File: src/rtl/fetch_unit.sv
// Instruction fetch stage: owns the PC, issues in-order word requests, buffers
// returned instructions with their PCs and hands them to decode; redirects flush.
module fetch_unit_chk #(
    parameter int CW = 3
) (
    input logic          clk,
    input logic          reset,
    input logic          imem_resp_valid,
    input logic [CW-1:0] outstanding
);
    resp_without_request: assert property (@(posedge clk) disable iff (!reset)
        imem_resp_valid |-> (outstanding != {CW{1'b0}}));
endmodule

module fetch_unit #(
    parameter int              XLEN     = 32,
    parameter logic [XLEN-1:0] RESET_PC = {XLEN{1'b0}},
    parameter int              DEPTH    = 4
) (
    input  logic            clk,
    input  logic            reset,
    output logic            imem_req_valid,
    input  logic            imem_req_ready,
    output logic [XLEN-1:0] imem_req_addr,
    input  logic            imem_resp_valid,
    input  logic [XLEN-1:0] imem_resp_data,
    input  logic            redirect_valid,
    input  logic [XLEN-1:0] redirect_pc,
    output logic            dec_valid,
    input  logic            dec_ready,
    output logic [XLEN-1:0] dec_instr,
    output logic [XLEN-1:0] dec_pc
);
    localparam int              AW      = $clog2(DEPTH);
    localparam int              CW      = AW + 1;
    localparam logic [CW:0]     DEPTH_W = (CW+1)'(DEPTH);
    localparam logic [CW-1:0]   ZERO_C  = {CW{1'b0}};
    localparam logic [AW-1:0]   ZERO_P  = {AW{1'b0}};
    localparam logic [AW-1:0]   ONE_P   = AW'(1);
    localparam logic [XLEN-1:0] STEP    = XLEN'(4);

    typedef enum logic [0:0] {ST_FETCH = 1'b0, ST_DRAIN = 1'b1} state_e;

    state_e          state_q, state_d;
    logic [XLEN-1:0] pc_q, pc_d;
    logic [XLEN-1:0] resp_pc_q, resp_pc_d;
    logic [CW-1:0]   outst_q, outst_d;
    logic [CW-1:0]   count_q, count_d;
    logic [AW-1:0]   wr_ptr_q, wr_ptr_d;
    logic [AW-1:0]   rd_ptr_q, rd_ptr_d;
    logic [XLEN-1:0] instr_mem_q [DEPTH];
    logic [XLEN-1:0] pc_mem_q    [DEPTH];

    logic            credit_s;
    logic            req_valid_s;
    logic            fire_s;
    logic            resp_ok_s;
    logic            push_s;
    logic            pop_s;
    logic [CW-1:0]   outst_left_s;
    logic [XLEN-1:0] target_s;

    // Handshake qualification; a response with nothing in flight is ignored.
    always_comb begin
        credit_s     = ({1'b0, count_q} + {1'b0, outst_q}) < DEPTH_W;
        req_valid_s  = reset && (state_q == ST_FETCH) && credit_s && !redirect_valid;
        fire_s       = req_valid_s && imem_req_ready;
        resp_ok_s    = imem_resp_valid && (outst_q != ZERO_C);
        push_s       = resp_ok_s && (state_q == ST_FETCH) && !redirect_valid;
        pop_s        = (count_q != ZERO_C) && dec_ready;
        outst_left_s = outst_q - CW'(resp_ok_s);
        target_s     = {redirect_pc[XLEN-1:2], 2'b00};
    end

    // Next-state: redirect overrides every other update in its cycle.
    always_comb begin
        pc_d      = pc_q;
        resp_pc_d = resp_pc_q;
        outst_d   = outst_q;
        count_d   = count_q;
        wr_ptr_d  = wr_ptr_q;
        rd_ptr_d  = rd_ptr_q;
        state_d   = state_q;
        if (redirect_valid) begin
            pc_d      = target_s;
            resp_pc_d = target_s;
            outst_d   = outst_left_s;
            count_d   = ZERO_C;
            wr_ptr_d  = ZERO_P;
            rd_ptr_d  = ZERO_P;
            state_d   = (outst_left_s != ZERO_C) ? ST_DRAIN : ST_FETCH;
        end else begin
            outst_d = outst_left_s + CW'(fire_s);
            count_d = count_q + CW'(push_s) - CW'(pop_s);
            if (fire_s) begin
                pc_d = pc_q + STEP;
            end else begin
                pc_d = pc_q;
            end
            if (push_s) begin
                resp_pc_d = resp_pc_q + STEP;
                wr_ptr_d  = wr_ptr_q + ONE_P;
            end else begin
                resp_pc_d = resp_pc_q;
                wr_ptr_d  = wr_ptr_q;
            end
            if (pop_s) begin
                rd_ptr_d = rd_ptr_q + ONE_P;
            end else begin
                rd_ptr_d = rd_ptr_q;
            end
            case (state_q)
                ST_FETCH: state_d = ST_FETCH;
                ST_DRAIN: state_d = (outst_left_s == ZERO_C) ? ST_FETCH : ST_DRAIN;
                default:  state_d = ST_FETCH;
            endcase
        end
    end

    // Control state registers.
    always_ff @(posedge clk or negedge reset) begin
        if (!reset) begin
            state_q   <= ST_FETCH;
            pc_q      <= RESET_PC;
            resp_pc_q <= RESET_PC;
            outst_q   <= ZERO_C;
            count_q   <= ZERO_C;
            wr_ptr_q  <= ZERO_P;
            rd_ptr_q  <= ZERO_P;
        end else begin
            state_q   <= state_d;
            pc_q      <= pc_d;
            resp_pc_q <= resp_pc_d;
            outst_q   <= outst_d;
            count_q   <= count_d;
            wr_ptr_q  <= wr_ptr_d;
            rd_ptr_q  <= rd_ptr_d;
        end
    end

    // FIFO storage; cleared on reset so the idle head reads as zero.
    always_ff @(posedge clk or negedge reset) begin
        if (!reset) begin
            for (int i = 0; i < DEPTH; i++) begin
                instr_mem_q[i] <= {XLEN{1'b0}};
                pc_mem_q[i]    <= {XLEN{1'b0}};
            end
        end else if (push_s) begin
            instr_mem_q[wr_ptr_q] <= imem_resp_data;
            pc_mem_q[wr_ptr_q]    <= resp_pc_q;
        end
    end

    assign imem_req_valid = req_valid_s;
    assign imem_req_addr  = pc_q;
    assign dec_valid      = (count_q != ZERO_C);
    assign dec_instr      = instr_mem_q[rd_ptr_q];
    assign dec_pc         = pc_mem_q[rd_ptr_q];

    fetch_unit_chk #(.CW(CW)) u_chk (
        .clk             (clk),
        .reset           (reset),
        .imem_resp_valid (imem_resp_valid),
        .outstanding     (outst_q)
    );
endmodule

File: config.mk
export PLATFORM = sky130hd
export DESIGN_NAME = fetch_unit
export DESIGN_NICKNAME = d
export VERILOG_FILES = /design/src/rtl/fetch_unit.sv
export SDC_FILE = /design/constraint.sdc
export NUM_CORES = 1
export LEC_CHECK = 0
export CORE_UTILIZATION = 53
export CTS_BUF_LIST = sky130_fd_sc_hd__clkbuf_4
export DETAILED_ROUTE_END_ITERATION = 8
export PLACE_DENSITY_LB_ADDON = 0.08
export SLEW_MARGIN = 20
export SYNTH_ARGS = -nofsm -noshare
export SYNTH_HDL_FRONTEND = slang
export SYNTH_SLANG_ARGS = --single-unit
File: constraint.sdc
create_clock -name clk -period 2.1 [get_ports clk]
set_input_delay 0.21 -clock clk [delete_from_list [all_inputs] [get_ports clk]]
set_output_delay 0.21 -clock clk [all_outputs]
set_load 0.1 [all_outputs]
== Word level (Yosys, flattened, before mapping) ==
Index checks and enable logic that the tools add are counted.

* Muxes and demuxes: 24
* Reduce and logical (&&, ||, !) cells: 17
* $add $sub $neg: 9
* Order comparisons: 4
* Bitwise logic cells: 3

{| class="wikitable"
|+ Operators by type and width
! kind !! count
|-
| 32-bit two-way mux || 9
|-
| 128-bit bitwise mux || 2
|-
| 32-bit binary-select mux with 2-bit select || 2
|-
| 32-bit by 3-bit adder with 32-bit output (second input constant) || 2
|-
| 32-bit demux with 2-bit select || 1
|-
| 1-bit logical AND || 9
|-
| 3-bit nonzero test || 3
|-
| 2-bit two-way mux || 4
|-
| 3-bit by 1-bit adder with 3-bit output || 2
|-
| 3-bit >= comparator (second input constant) || 2
|-
| 3-bit two-way mux || 2
|-
| 2-bit NOT with 3-bit output || 2
|-
| 2-bit nonzero test || 3
|-
| 3-bit by 1-bit subtractor with 3-bit output || 2
|-
| 2-bit by 1-bit adder with 2-bit output (second input constant) || 2
|-
| 3-bit by 3-bit adder with 4-bit output || 1
|-
| 4-bit by 3-bit less-than comparator with 1-bit output (second input constant) || 1
|-
| 3-bit logical NOT || 1
|-
| 3-bit by 1-bit less-than comparator with 1-bit output (second input constant) || 1
|-
| 1-bit two-way mux || 3
|-
| 1-bit one-hot mux with 2 select lines || 1
|-
| 1-bit logical NOT || 1
|-
| 1-bit NOT || 1
|}

* Register bits after elaboration: 331
* Input port bits: 70

== Logic depth before layout (Yosys ltp) ==
Gate-level depths: netlist (run 1).

* Depth after elaboration: 7
* Depth in mapped cells: 10
* Depth with buffers taken out: 10

== Worst setup path after synthesis (run 1) ==
OpenSTA, ideal clock, no wires.

* Kind: register -> register
* Start: register count_q[1]
* End: register count_q[2]
* Cell stages (with the launch flop): 10
* Slack: -0.633 ns
* Buffers on the path: 0
* Data required time: 1.968 ns
* Arrival time: 2.602 ns
* Path through: dfrtp_1 or3_1 and2_1 ha_1 inv_1 ha_1 inv_1 fa_1 xnor2_1 nor2_1

* Word-level cells in the longest chain between the ends: 4
* Elaborated cells on any way between the ends: 5

{| class="wikitable"
|+ RTL lines
! item !! line !! source
|-
| start, declared || 48 || <nowiki>logic [CW-1:0] count_q, count_d;</nowiki>
|-
| start signal, assigned || 135 || <nowiki>count_q <= count_d;</nowiki>
|-
| 3-bit nonzero test || n/a ||
|-
| named net dec_valid || 29 || <nowiki>output logic dec_valid,</nowiki>
|-
| 1-bit logical AND || 70 || <nowiki>pop_s = (count_q != ZERO_C) && dec_ready;</nowiki>
|-
| 3-bit by 1-bit subtractor with 3-bit output || 94 || <nowiki>count_d = count_q + CW'(push_s) - CW'(pop_s);</nowiki>
|-
| 3-bit two-way mux || 84 || <nowiki>if (redirect_valid) begin</nowiki>
|-
| named net count_d[2] || 48 ||
|}

The timed path passes the listed nets, and every way through them passes these cells.
A chain may end at the register's enable or synchronous reset.

== Worst setup path in the final report (run 1) ==
* Start: register rd_ptr_q[0]
* End: output dec_instr[1]

* Word-level cells in the longest chain between the ends: 4

{| class="wikitable"
|+ RTL lines
! item !! line !! source
|-
| start, declared || 50 || <nowiki>logic [AW-1:0] rd_ptr_q, rd_ptr_d;</nowiki>
|-
| start signal, assigned || 137 || <nowiki>rd_ptr_q <= rd_ptr_d;</nowiki>
|-
| 2-bit NOT with 3-bit output (not written as such) || 157 || <nowiki>assign dec_instr = instr_mem_q[rd_ptr_q];</nowiki>
|-
| 32-bit binary-select mux with 2-bit select || 157 ||
|-
| 32-bit two-way mux (not written as such) (2 in series) || 157 ||
|-
| end, declared || 31 || <nowiki>output logic [XLEN-1:0] dec_instr,</nowiki>
|}

Every way passes these cells. The select of a mux whose other input is x is not followed.

==> results of run 1 <==
## per-layer routing
layer  global-route usage (%)  up-vias
met1                    35.44     5085
met4                    6.957        0
met5                        0        -
met3                    4.980       37
li1                         -     4464
met2                    39.72      307
## placed cells by master (no fill, tap or decap), drive strengths merged, types with 5 or more instances in the layout
cell type | Yosys | layout
clkdlybuf4s50 | 0 | 65
a21oi | 9 | 9
o211ai | 13 | 13
and2 | 7 | 7
mux2 | 256 | 256
clkbuf | 23 | 129
o311ai | 9 | 9
o21ai | 32 | 32
nand2 | 55 | 55
and3 | 12 | 12
nand4 | 24 | 24
nor2 | 23 | 24
ha | 14 | 14
xor2 | 21 | 21
mux4 | 62 | 62
dfrtp | 319 | 319
xnor2 | 16 | 16
buf | 45 | 176
a31oi | 5 | 5
nor4 | 5 | 5
nor3 | 8 | 8
and4 | 6 | 6
nand3 | 29 | 29
clkinv | 0 | 15
inv | 15 | 16
## critical path: stages, from the launching register on
cell	delay, ps
dfrtp_4	500
buf_16	240
mux4_2	580
buf_12	190
## path summary, 6_finish.rpt
check | endpoint | start | slack [ps] | depth (start not counted)
worst max-delay path | dec_instr[1] | rd_ptr_q[0] | -330 | 3
worst min-delay path | instr_mem_q[84] | reset | 50 | 3
worst max register to register | count_q[1] | count_q[1] | -60 | 9
worst min register to register | pc_mem_q[116] | pc_mem_q[116] | 490 | 1
max in group asynchronous | imem_req_addr[3] | reset | 870 | 4
min in group clk | imem_req_addr[4] | redirect_pc[4] | 90 | 3
## state kept, by name (all words and copies together), names as in the netlist
name and flops:
resp_pc_q 30, instr_mem_q 128, wr_ptr_q 2, outst_q 3, rd_ptr_q 2, count_q 3, state_q 1, pc_mem_q 120
imem_req_addr 30
## cells in the mapped netlist, types with 3 or more instances
library cell,n
dfrtp_1,319
mux2_2,210
mux4_2,62
nand2_1,54
mux2_1,46
buf_2,36
o21ai_0,32
nand3_1,27
clkbuf_1,23
nand4_1,23
nor2_1,23
xor2_1,21
xnor2_1,16
inv_1,15
ha_1,14
o211ai_1,13
and3_1,12
a21oi_1,9
o311ai_0,7
and4_1,6
a31oi_1,5
and2_1,5
buf_4,5
nor3_1,5
buf_1,4
nand2b_1,4
or3_1,4
nand3b_1,3
nor2b_1,3
nor4_1,3
## power groups by stage
stage	clock network, W	logic, W	registers (W)
2_1_floorplan	0	0.0101	0.00860
3_3_place_gp	0	0.0157	0.00837
3_5_place_dp	0	0.0158	0.00843
4_1_cts	0.00541	0.0162	0.00836
5_1_grt	0.00575	0.0168	0.00856
6_report	0.00525	0.0163	0.00838
## timing repair
| action | CTS | global route |
|---|---|---|
| hold buffers | 2 | 0 |
| endpoints found under the hold margin | 189 | 0 |
| setup endpoints to repair | 87 | 93 |
| pin swaps | 9 | 22 |
| cloned | 4 | 3 |
| resized for setup | 26 | 68 |
| setup buffers | 4 | 5 |
## stage by stage
stage	area, µm²	setup slack [ps]	util [%]	power (W)	setup TNS (ps)
after floorplan	14850	-143.6	-	0.01868	-248.9
after global placement	17930	-162.2	66.17	0.02403	-2036
after detailed placement	17930	-339.8	66.17	0.02421	-3683
after CTS	19240	-373.7	71.00	0.02999	-21690
after global routing	19600	-438.8	72.32	0.03113	-28430
final	19600	-326.4	72.32	0.02989	-18800
## cell type report
class / count / share of cell area (%)
repair buffers: 245 / 16.68
inverters: 15 / 0.2873
diodes: 3 / 0.03830
well taps: 372 / 2.375
clock inverters: 19 / 0.4469
clock buffers: 127 / 4.865
multi-input cells: 645 / 34.34
flip-flops and latches: 319 / 40.97
## cells by family after synthesis
kind of cell,synth area share [%]
compound gates,3.516
flops,54.18
buf+inv,2.547
mux,29.11
simple gates,7.099
xor+xnor,2.199
other cells,0.02545
fa+ha+maj,1.325
==> flow_summary.toml, run 1 <==
[outcome]
outcome = "finished with violations"
violations = "setup timing"

[synthesis]
synthArstFlopShare_pct = 100.0
synth_top_area_share_pct = 54.18
yosys_warnings = 0
yosys.area.top_type = "dfrtp_1"
synth_edf_count = 0
netlist_instances = 1043
synth_flop_cell = "dfrtp_1"
ys_types = 54
ys_ff_latch = 319
synthTopCellsByArea = "dfrtp_1, mux2_2, mux4_2"
seq_area_frac_synth_pct = 54.18
netlist_area_mm2 = 0.01473
syn_area_per_cell_um2 = 14.13

[drt]
viasPerCell = 5.669
drt_wl_total_um = 34860
wl_met2_um = 16980
drc = 0
drtAntennaViolNets = 0
highest-signal-layer = "met4"
detailroute.wirelength.met3_um = 2000
vias = 9893
first_iter_violations = 738
wl_met1_um = 15370
drt-pass1-iter-count = 4
wl_per_cell_um = 19.98

[floorplan]
die_area_mm2 = 0.02847
dieWidth_um = 168.7
fp.dieH_um = 168.7
io_pins = 168
core_area_mm2 = 0.02710
initial_core_util_pct = 54.37
num_rows = 60

[clock_tree]
cts_max_level = 3
path_clk_slew_ps = 60
clock_latency_ps = 710
clockRootBuffer = "clkbuf_4"
clock_path_buffers = 3
cts.sinks = 319
cts_tree = "yes"
cts_inserted_buffers = 84

[power]
leakage_nw = 9.009
power_frac_comb_pct = 54.4
swShare_pct = 43.87
pwr-share-seq_pct = 28.0
p_sw_w = 0.01311
p_int_w = 0.01678
power_density_mw_per_mm2 = 1525
p_clk_share_pct = 17.6
ir_worst_vdd_mv = 1.086

[timing]
fin_crit_sh_pct = 115.5
holdWs_ps = 49.90
fin_crit_ps = 2426
slew_headroom_pct = 41.63
tightest_slew_ps = 875.6
fin_skew_ps = 41.82
fmax_ghz = 0.4121
fin_ws_ps = -326.4
finalHoldViolations = 0
rsz0062_at_grt = "true"
setup-violations-final = 71
maxSlewViolCount = 0

[finish]
area_growth_pct = 33.02
final_cells = 1745
seqCellArea_mm2 = 0.008030
final_nets = 1395
drive_gt1_share_pct = 48.61
multi_input_area_mm2 = 0.006730
nFillCells = 1825

[placement]
dp_hpwl_um = 21590
port_buffers = 161
placedCellCount = 1578
place.gp.congestion = 0.8550

[hold_path]
hp-class = "in2async"

[grt]
track_usage_pct = 25.06
grt_pass1_vias = 10370
globalRouteOverflowTotal = 0
antenna_found_initial = 2
grt_max_degree = 155
grt_pass1_wl_um = 55520

[setup_path]
required_ps = 1890
critPathCaptureType = "primary output"
worst_setup_path_start_kind = "flop"
arrival_ps = 2220
crit_type = "reg2out"
cp_max_fo = 25

[run]
maxCapViolations = 0
Note: power is estimated with default switching activity, not from simulation.
==> inputs of run 2 (changes only) <==
--- a/config.mk
+++ b/config.mk
@@ -5,6 +5,7 @@
 export SDC_FILE = /design/constraint.sdc
 export NUM_CORES = 1
 export LEC_CHECK = 0
+export CORE_ASPECT_RATIO = 0.6
 export CORE_UTILIZATION = 53
 export CTS_BUF_LIST = sky130_fd_sc_hd__clkbuf_4
 export DETAILED_ROUTE_END_ITERATION = 8
==> flow_summary.toml, run 2 (synthesis results as in run 1) <==
[floorplan]
core_area_mm2 = 0.02688
fp.dieH_um = 131.2
num_rows = 46
dieWidth_um = 217.3
initial_core_util_pct = 54.82
io_pins = 168
die_area_mm2 = 0.02849

[drt]
drt_wl_total_um = 35650
viasPerCell = 5.769
drtAntennaViolNets = 0
wl_per_cell_um = 20.87
drc = 0
vias = 9853
first_iter_violations = 636
drt-pass1-iter-count = 5

[finish]
mostFrequentLayoutCell = "dfrtp_1"
drive_gt1_share_pct = 46.77
area_growth_pct = 30.61
stdcell_area_mm2 = 0.01924
largest_reg_flops = 128
final_util_pct = 71.60
reg_top3 = "instr_mem_q: 128 flops, pc_mem_q: 120 flops"
largest_register = "instr_mem_q"
final_nets = 1386
final_cell_mix = "dfrtp_1, mux2_2, clkbuf_4, buf_12, buf_4"

[clock_tree]
clock_path_buffers = 3
clockRootBuffer = "clkbuf_4"
path_clk_slew_ps = 80
cts_tree = "yes"
clock_latency_ps = 730
cts.sinks = 319
cts_max_level = 3
cts_inserted_buffers = 76

[timing]
tns_ps = -22840
setup-violations-final = 69
slew_headroom_pct = 43.92
rsz0062_at_grt = "true"
fmax_ghz = 0.3996
tightest_slew_ps = 841.2
fin_crit_ps = 2502
finalHoldViolations = 0
maxSlewViolCount = 0
fin_skew_ps = 30.97
fin_crit_sh_pct = 119.2
fin_ws_ps = -402.5

[setup_path]
arrival_ps = 2290
crit_type = "reg2out"
critPathCaptureType = "primary output"
rrSetupSlack_ps = -170
required_ps = 1890
worst_setup_path_start_kind = "flop"
cp_max_fo = 5

[hold_path]
hp-class = "in2reg"

[placement]
port_buffers = 161
place_area_mm2 = 0.01785
dp_slack_ps = -167.9
dp_hpwl_um = 22910
place.gp.congestion = 0.8731

[power]
power_density_mw_per_mm2 = 1540
leakage_nw = 8.902
ir_worst_vdd_mv = 1.564

[run]
maxCapViolations = 0

[outcome]
violations = "setup timing"
outcome = "finished with violations"

[grt]
grt_busiest_layer = "met1"
antenna_found_initial = 2
grt_max_degree = 135
globalRouteOverflowTotal = 0
use_met1_pct = 40.48
grt_pass1_vias = 10270
met3_usage_pct = 7.153
grt_pass1_wl_um = 58150
grt_use_met2_pct = 36.37
track_usage_pct = 26.25
run 2: cell count changes in the layout (fill, tap and decap cells not counted), sizes merged:
cell	previous run	this run
clkbuf	129	112
clkinv	15	10
buf	176	174
clkinvlp	3	1
diode	3	1
bufbuf	0	1
bufinv	0	1
dlygate4sd3	2	3
inv	16	17
nor2	24	23
run 2: path summary, 6_finish.rpt:
check | start | endpoint | cells past startpoint
worst max register to register | count_q[2] | count_q[1] | 10
worst max-delay path | rd_ptr_q[0] | dec_instr[27] | 4
max in group asynchronous | reset | imem_req_addr[8] | 3
worst min register to register | pc_mem_q[75] | pc_mem_q[75] | 1
min in group asynchronous | reset | imem_req_addr[16] | 3
worst min-delay path | redirect_pc[28] | resp_pc_q[28] | 3
run 2: power breakdown:
| group | total, W | internal (W) | leakage (nW) | switching (W) |
|---|---|---|---|---|
| combinational | 0.0163 | 0.00650 | 4.20 | 0.00983 |
| sequential | 0.00838 | 0.00752 | 4.16 | 0.000857 |
| clock | 0.00492 | 0.00251 | 0.545 | 0.00242 |
run 2: critical path: stages, from the launching register on:
cell and delay [ps]:
dfrtp_4 500, buf_12 150, bufbuf_16 270, mux4_2 460, buf_12 190
run 2: routing by layer:
layer / wire (µm) / vias up
met4: 527 / 0
met1: 17120 / 5052
met3: 2387 / 53
li1: - / 4439
met2: 15620 / 309
met5: 0 / -
run 2: layout make-up:
cell class                      count  area, µm²
Antenna cell                        1      2.502
Clock buffer                      110      825.8
Clock inverter                     14      82.58
Fill cell                        1839       7634
Inverter                           15      58.81
Multi-Input combinational cell    644       6650
Sequential cell                   319       8030
Tap cell                          360      450.4
Timing Repair Buffer              245       3144
run 2: repair_timing:
action,in CTS,in global routing
setup buffers,6,10
resized for setup,14,51
gates cloned,2,1
hold endpoints to repair,325,0
setup endpoints to repair,81,92
pin swaps,9,22
hold buffers,3,0
run 2: stage by stage:
step	total power (W)	std cells	hold slack, ps
3_5_place_dp	0.02438	1563	3.027
6_report	0.02964	1708	113.0
4_1_cts	0.02975	1698	49.86
3_3_place_gp	0.02421	1563	3.344
2_1_floorplan	0.01868	1046	-85.59
5_1_grt	0.03088	1708	80.99
==> inputs of run 3 (changes only) <==
--- a/config.mk
+++ b/config.mk
@@ -9,6 +9,7 @@
 export CORE_UTILIZATION = 53
 export CTS_BUF_LIST = sky130_fd_sc_hd__clkbuf_4
 export DETAILED_ROUTE_END_ITERATION = 8
+export HOLD_SLACK_MARGIN = 0.06
 export PLACE_DENSITY_LB_ADDON = 0.08
 export SLEW_MARGIN = 20
 export SYNTH_ARGS = -nofsm -noshare
==> flow_summary.toml, run 3 (synthesis results as in run 1) <==
[drt]
drtAntennaViolNets = 0
vias = 9880
wl_per_cell_um = 20.87
drt_wl_total_um = 35710
drt-pass1-iter-count = 5
first_iter_violations = 701
viasPerCell = 5.774
drc = 0

[setup_path]
critPathCaptureType = "primary output"
arrival_ps = 2290
cp_slowest_cell = "dfrtp_4"
rrSetupSlack_ps = -170
cp_max_fo = 5
worst_setup_path_start_kind = "flop"
crit_top_cell = "buf_12"
crit_type = "reg2out"
rr_startpoint = "count_q[2]"
worstSetupStartpoint = "rd_ptr_q[0]"
slowest_delay_ps = 500
crit_chain = "buf_12, bufbuf_16, mux4_2, buf_12"
required_ps = 1890

[outcome]
violations = "setup timing"
outcome = "finished with violations"

[grt]
grt_pass1_vias = 10290
track_usage_pct = 26.26
antenna_found_initial = 2
globalRouteOverflowTotal = 0
grt_pass1_wl_um = 58170
grt_max_degree = 135

[placement]
place.gp.congestion = 0.8731
placedCellCount = 1563
port_buffers = 161
dp_hpwl_um = 22910
place_area_mm2 = 0.01785
dp_slack_ps = -167.9

[hold_path]
hp-class = "in2async"

[floorplan]
initial_core_util_pct = 54.82
io_pins = 168
dieWidth_um = 217.3
fp.dieH_um = 131.2
die_area_mm2 = 0.02849
core_area_mm2 = 0.02688
num_rows = 46

[finish]
final_cell_mix = "dfrtp_1, mux2_2, clkbuf_4, buf_12, buf_4"
reg_top3 = "instr_mem_q: 128 flops, pc_mem_q: 120 flops"
largest_register = "instr_mem_q"
stdcell_area_mm2 = 0.01927
area_growth_pct = 30.82
drive_gt1_share_pct = 46.67
largest_reg_flops = 128
final_nets = 1389
nFillCells = 1835
final_util_pct = 71.71
final_cells = 1711
mostFrequentLayoutCell = "dfrtp_1"

[timing]
holdWs_ps = 95.67
slew_headroom_pct = 39.86
fin_ws_ps = -403.0
fin_crit_ps = 2503
fin_skew_ps = 29.20
maxSlewViolCount = 0
finalHoldViolations = 0
fmax_ghz = 0.3995
fin_crit_sh_pct = 119.2
tightest_slew_ps = 902.0
setup-violations-final = 70
rsz0062_at_grt = "true"

[clock_tree]
path_clk_slew_ps = 70
cts_tree = "yes"
cts_max_level = 3
clockRootBuffer = "clkbuf_4"
cts_inserted_buffers = 76
clock_path_buffers = 3
clock_latency_ps = 730
cts.sinks = 319

[power]
power_frac_comb_pct = 55.1
ir_worst_vdd_mv = 1.565
p_clk_share_pct = 16.6
swShare_pct = 44.21
p_int_w = 0.01654
pwr-share-seq_pct = 28.3
p_sw_w = 0.01311
power_density_mw_per_mm2 = 1538
leakage_nw = 8.914

[run]
maxCapViolations = 0
==> run 3: cell types whose count changed in the layout (fill, tap and decap cells not counted) <==
cell           change
dlygate4sd3_1      +3
==> run 3: repair_timing <==
item                                    CTS  global route
hold endpoints to repair                331             0
gates resized for setup                  14            51
pin swaps                                 9            22
hold buffers                              6             0
endpoints found under the setup margin   81            92
cloned                                    2             1
buffers inserted                          6            10
==> run 3: power groups by stage <==
stage | clock [W] | combinational (W) | sequential, W
floorplan | 0 | 0.0101 | 0.00860
global placement | 0 | 0.0158 | 0.00843
detailed placement | 0 | 0.0159 | 0.00848
CTS | 0.00509 | 0.0163 | 0.00835
global route | 0.00539 | 0.0169 | 0.00856
finish | 0.00492 | 0.0163 | 0.00838
==> run 3: cell type report <==
cell class	count	area, µm²	area share, %
Antenna cell	1	2.502	0.01298
Clock buffer	110	825.8	4.284
Clock inverter	14	82.58	0.4284
Inverter	15	58.81	0.3051
Multi-Input combinational cell	644	6650	34.50
Sequential cell	319	8030	41.66
Tap cell	360	450.4	2.337
Timing Repair Buffer	248	3174	16.47
==> run 3: worst paths after layout <==
kind | to | cells past startpoint
setup / recovery | dec_instr[27] | 4
hold / removal | imem_req_addr[16] | 3
setup reg to reg | count_q[1] | 10
hold reg to reg | pc_mem_q[75] | 1
max in group asynchronous | imem_req_addr[8] | 3
min in group clk | resp_pc_q[4] | 3
==> run 3: metrics by stage <==
stage | setup TNS, ps | power, W
after floorplan | -248.9 | 0.01868
after global placement | -195.1 | 0.02421
after detailed placement | -1157 | 0.02438
after CTS | -27950 | 0.02976
after global routing | -32220 | 0.03089
final | -22900 | 0.02965
==> run 3: routing by layer <==
| metal | vias up | share of wire, % | track usage (%) |
|---|---|---|---|
| li1 | 4449 | - | - |
| met1 | 5103 | 48 | 40.50 |
| met2 | 279 | 44 | 36.39 |
| met3 | 49 | 6.3 | 7.153 |
| met4 | 0 | 1.4 | 6.925 |
| met5 | - | 0 | 0 |
==> run 3: critical path, delay by kind of cell (launching register included) <==
kind	cells	cell delay [ps]
buffers and inverters	3	610
flip-flops	1	500
multiplexers	1	460
==> edit 1, RTL diff (settings of run 2) <==
The parameter `DEPTH` goes from 4 to 8.
--- a/src/rtl/fetch_unit.sv
+++ b/src/rtl/fetch_unit.sv
@@ -16,5 +16,5 @@
     parameter int              XLEN     = 32,
     parameter logic [XLEN-1:0] RESET_PC = {XLEN{1'b0}},
-    parameter int              DEPTH    = 4
+    parameter int              DEPTH    = 8
 ) (
     input  logic            clk,
Function: same outputs for any inputs over 4 cycles, from zero or initial values and one cycle with reset low; that may be too few to reach the edited logic, so the function may still have changed.
==> edit 1 against run 2 <==
The run still ends with setup timing left; sequential power increased by 54%; first-iteration DRC count increased by 120%; synthesized cell count increased by 69%; sequential cell count increased by 252; wire length increased by 99%; count of clock-buffer cells in the layout increased by 98; clock power increased by 100%; fmax decreased by 13%; die area increased by 78%; synthesized area increased by 79%; power increased by 44%; design area increased by 84%; setup slack got worse by 0.39 ns; register-to-register slack got worse by 0.10 ns; critical endpoint is now dec_pc[4]; largest cell class unchanged; highest routed layer unchanged.
==> edit 1: results (changes against run 2) <==
status finished with violations; violated checks setup timing; mux share of post-synthesis cell area 34.67% (+5.6 points); Peak VDD IR 1.491 mV (-4.7%); CTS Buf Count 137 (+80%); first-pass GRT wire length 104600 um (+80%); Hold WC Path Type primary input to asynchronous set/reset pin; largest net degree at the start of global routing 184 (+36%); top flop regs instr_mem_q (256), pc_mem_q (240); most frequent cells after synthesis 571 x dfrtp_1, 344 x mux2_1, 219 x mux2_2, 124 x mux4_2, 61 x clkbuf_1; NumNets Final 2260 (+63%); Final TNS setup -66.93 ns (-44.09 ns); GR Layer Usage met2 39.68% (+3.3 points); vias in the first global route 17850 (+74%); Comb power 19.8 mW (+21%); Top delay family on crit path multiplexers; post-synthesis sequential area ratio 54.07% (-0.11 points); dpl cells 2582 (+65%); GP Congestion 0.8973 (+2.8%); Seq pwr share 30.3% (+2.0 points); Finished Layout Cells 2918 (+71%); slowest CP cell mux4_2; met1 WL 33260 um (+94%); Int Pwr 26.11 mW (+58%); Min Hold Slack 0.04575 ns (-0.06722 ns); final setup violation count 362 (+420%); ys flop type dfrtp_1; R2R Setup Slk -0.27 ns (-0.10 ns); Critical Path AT 2.68 ns (+0.39 ns); H-tree depth 4 (+1); HPWL after DPL 41890 um (+83%); later-pin clock latency in the skew report 0.84 ns (+0.11 ns); final worst setup slack -0.7889 ns (-0.3864 ns); met1 usage 40.45% (about the same); R2R Path Start outst_q[3]; met3 usage 5.698% (-1.5 points); Placement Setup Slack -0.3142 ns (-0.1463 ns); met3 wire length 4068 um (+70%); XOR/XNOR Fraction of Synth Area 1.425% (-0.77 points); WL final 70790 um (+99%); Worst setup endpoint dec_pc[4]; Worst Tran Pin Value 0.9209 ns (+0.07970 ns); asr flop ratio synth 100.0% (unchanged); 1st-pass router iterations 7 (+2); Worst Path Max Fanout 9 (+4); post-synthesis compound-gate area fraction 2.287% (-1.2 points); share of layout cells above drive strength 1 48.53% (+1.8 points); Syn Inst Count 1761 (+69%); DR iter-0 viols 1380 (+120%); Yosys cell types 51 (-5.6%); net switching power 16.48 mW (+26%); Leak 16.44 nW (+85%); Vias 17350 (+76%); Worst Skew 0.06291 ns (+0.03194 ns)
## edit 1: cell types whose count changed after synthesis, moves of 5 or more
cell | before | now
xor2_1 | 21 | 30
buf_4 | 5 | 10
dfrtp_1 | 319 | 571
mux2_2 | 210 | 219
o21ai_0 | 32 | 40
mux4_2 | 62 | 124
buf_1 | 4 | 11
nor2_1 | 23 | 28
mux2_1 | 46 | 344
nand3_1 | 27 | 35
clkbuf_1 | 23 | 61
buf_6 | 0 | 6
buf_2 | 36 | 50
and3_1 | 12 | 6
## edit 1: repair_timing
item,CTS,global route
gates resized for setup,53,245
endpoints found under the setup margin,103,588
hold buffers,28,1
setup buffers,17,18
pin swaps,22,47
endpoints found under the hold margin,505,3
cloned,7,23
## edit 1: area by class of cell
type | instances | area [sq um]
clock inverters | 31 | 315.3
diodes | 5 | 12.51
repair buffers | 407 | 5678
fillers | 3013 | 12980
well taps | 640 | 800.8
flip-flops and latches | 571 | 14330
inverters | 19 | 76.32
multi-input cells | 1037 | 12730
clock buffers | 208 | 1562
==> edit 2, RTL diff (settings of run 2) <==
Made on the original files. Make the reset (`reset`) synchronous in 2 clocked blocks.
--- a/src/rtl/fetch_unit.sv
+++ b/src/rtl/fetch_unit.sv
@@ -119,5 +119,5 @@
 
     // Control state registers.
-    always_ff @(posedge clk or negedge reset) begin
+    always_ff @(posedge clk) begin
         if (!reset) begin
             state_q   <= ST_FETCH;
@@ -140,5 +140,5 @@
 
     // FIFO storage; cleared on reset so the idle head reads as zero.
-    always_ff @(posedge clk or negedge reset) begin
+    always_ff @(posedge clk) begin
         if (!reset) begin
             for (int i = 0; i < DEPTH; i++) begin
Function: differs if reset is asserted again (counterexample within 4 cycles, from zero or initial values and one cycle with reset low); with reset held inactive, the same outputs for 4 cycles.
==> edit 2 against run 2 <==
The run still ends with setup timing left; via count is 8.2% higher; first-iteration DRC count is 78% higher; sequential share of layout area is 4.1 points higher; clock skew is 0.016 ns higher; worst hold slack better by 0.018 ns; wire length is 6.3% higher; global-route usage is 1.1 points higher; sequential cell count is 2 higher; design area is 1.7% higher; synthesized area is 3.2% lower; setup slack better by 0.14 ns.
Power is not compared: it rests on default switching activity, and its combinational part moved more than twofold at a synthesized area within 25%.
==> edit 2: results (changes against run 2) <==
final worst setup slack -0.2631 ns (+0.1394 ns); Slew HR 53.43% (+9.5 points); asr flop ratio synth 0% (-100 points); violated checks setup timing; Worst Path Max Fanout 6 (+1); worst hold start redirect_pc[23]; largest net degree at the start of global routing 63 (-53%); post-synthesis sequential area ratio 62.47% (+8.3 points); Yosys cell types 55 (+1.9%); most frequent cells after synthesis 248 x edfxtp_1, 218 x nor2_1, 107 x nand2_1, 82 x inv_1, 73 x dfxtp_1; ys flop type edfxtp_1; vias per cell 5.661 (-1.9%); DR iter-0 viols 1130 (+78%); HPWL after DPL 23940 um (+4.5%); met3 usage 5.065% (-2.1 points); largest cells by area after synthesis edfxtp_1 52%, dfxtp_1 10%, mux4_2 9.8%; gr usage total 27.37% (+1.1 points); final setup violation count 70 (+1.4%); NumNets Final 1548 (+12%); status finished with violations; GP Congestion 0.9095 (+4.2%); R2R Path Start count_q[1]; Critical Path AT 2.15 ns (-0.14 ns); GR Layer Usage met2 39.90% (+3.5 points); antenna violations before repair 1 (-1)
[edit 2: cell types whose count changed after synthesis, moves of 46 or more]
| cell | before | now |
|---|---|---|
| dfrtp_1 | 319 | 0 |
| dfxtp_1 | 0 | 73 |
| edfxtp_1 | 0 | 248 |
| inv_1 | 15 | 82 |
| mux2_1 | 46 | 0 |
| mux2_2 | 210 | 2 |
| nand2_1 | 54 | 107 |
| nor2_1 | 23 | 218 |
[edit 2: what timing repair did]
action,4_1_cts,5_1_grt
buffers inserted,8,7
setup endpoints to repair,81,86
resized for setup,22,78
pin swaps,4,20
cloned,3,7
[edit 2: path summary, 6_finish.rpt]
check,cells after the start,slack [ns],end
hold / removal,3,0.13,imem_req_addr[23]
setup reg to reg,7,-0.08,imem_req_addr[24]
hold reg to reg,2,0.52,imem_req_addr[17]
setup / recovery,4,-0.26,dec_instr[9]
[edit 2: worst max-delay path, stage by stage (launching register included)]
cell       delay [ns]
dfxtp_4          0.39
buf_12           0.16
clkbuf_16        0.17
mux4_2           0.54
buf_12           0.19
[edit 2: area by class of cell]
| type | count | area, sq um |
|---|---|---|
| diodes | 2 | 5.005 |
| clock buffers | 118 | 885.9 |
| clock inverters | 15 | 118.9 |
| fillers | 1752 | 6844 |
| inverters | 83 | 319.1 |
| multi-input cells | 708 | 5192 |
| flip-flops and latches | 321 | 8975 |
| well taps | 360 | 450.4 |
| repair buffers | 277 | 3627 |
[edit 2: metal layers]
metal  vias to the layer above  share of wire [%]
li1                       4868                  -
met1                      5203                 44
met2                       530                 45
met3                        64                9.4
met4                         0                1.7
met5                         -                  0
[edit 2: metrics by stage]
step / instances / TNS [ns]
final: 1884 / -14.10
after CTS: 1869 / -17.53
after global placement: 1725 / -11.39
after floorplan: 1189 / -48.15
after global routing: 1884 / -20.03
after detailed placement: 1725 / -16.18
[edit 2: logic make-up (layout without fill, tap and decap cells)]
| kind of cell | after synthesis | count (layout) | synth area share (%) |
|---|---|---|---|
| xor gates and xnor gates | 36 | 36 | 2.211 |
| DFF | 321 | 321 | 62.47 |
| other | 1 | 6 | 0.02630 |
| AOI/OAI and AO/OA | 136 | 136 | 5.572 |
| and+or+nand+nor | 454 | 454 | 14.15 |
| buffers and inverters | 160 | 493 | 4.387 |
| adders and majority gates | 11 | 11 | 1.018 |
| muxes | 67 | 67 | 10.16 |
[edit 2: report_power, final]
group          switching [mW]  internal, mW
clock                    2.47          2.80
sequential              0.255          7.27
combinational            2.80          1.72
total                    5.52          11.8
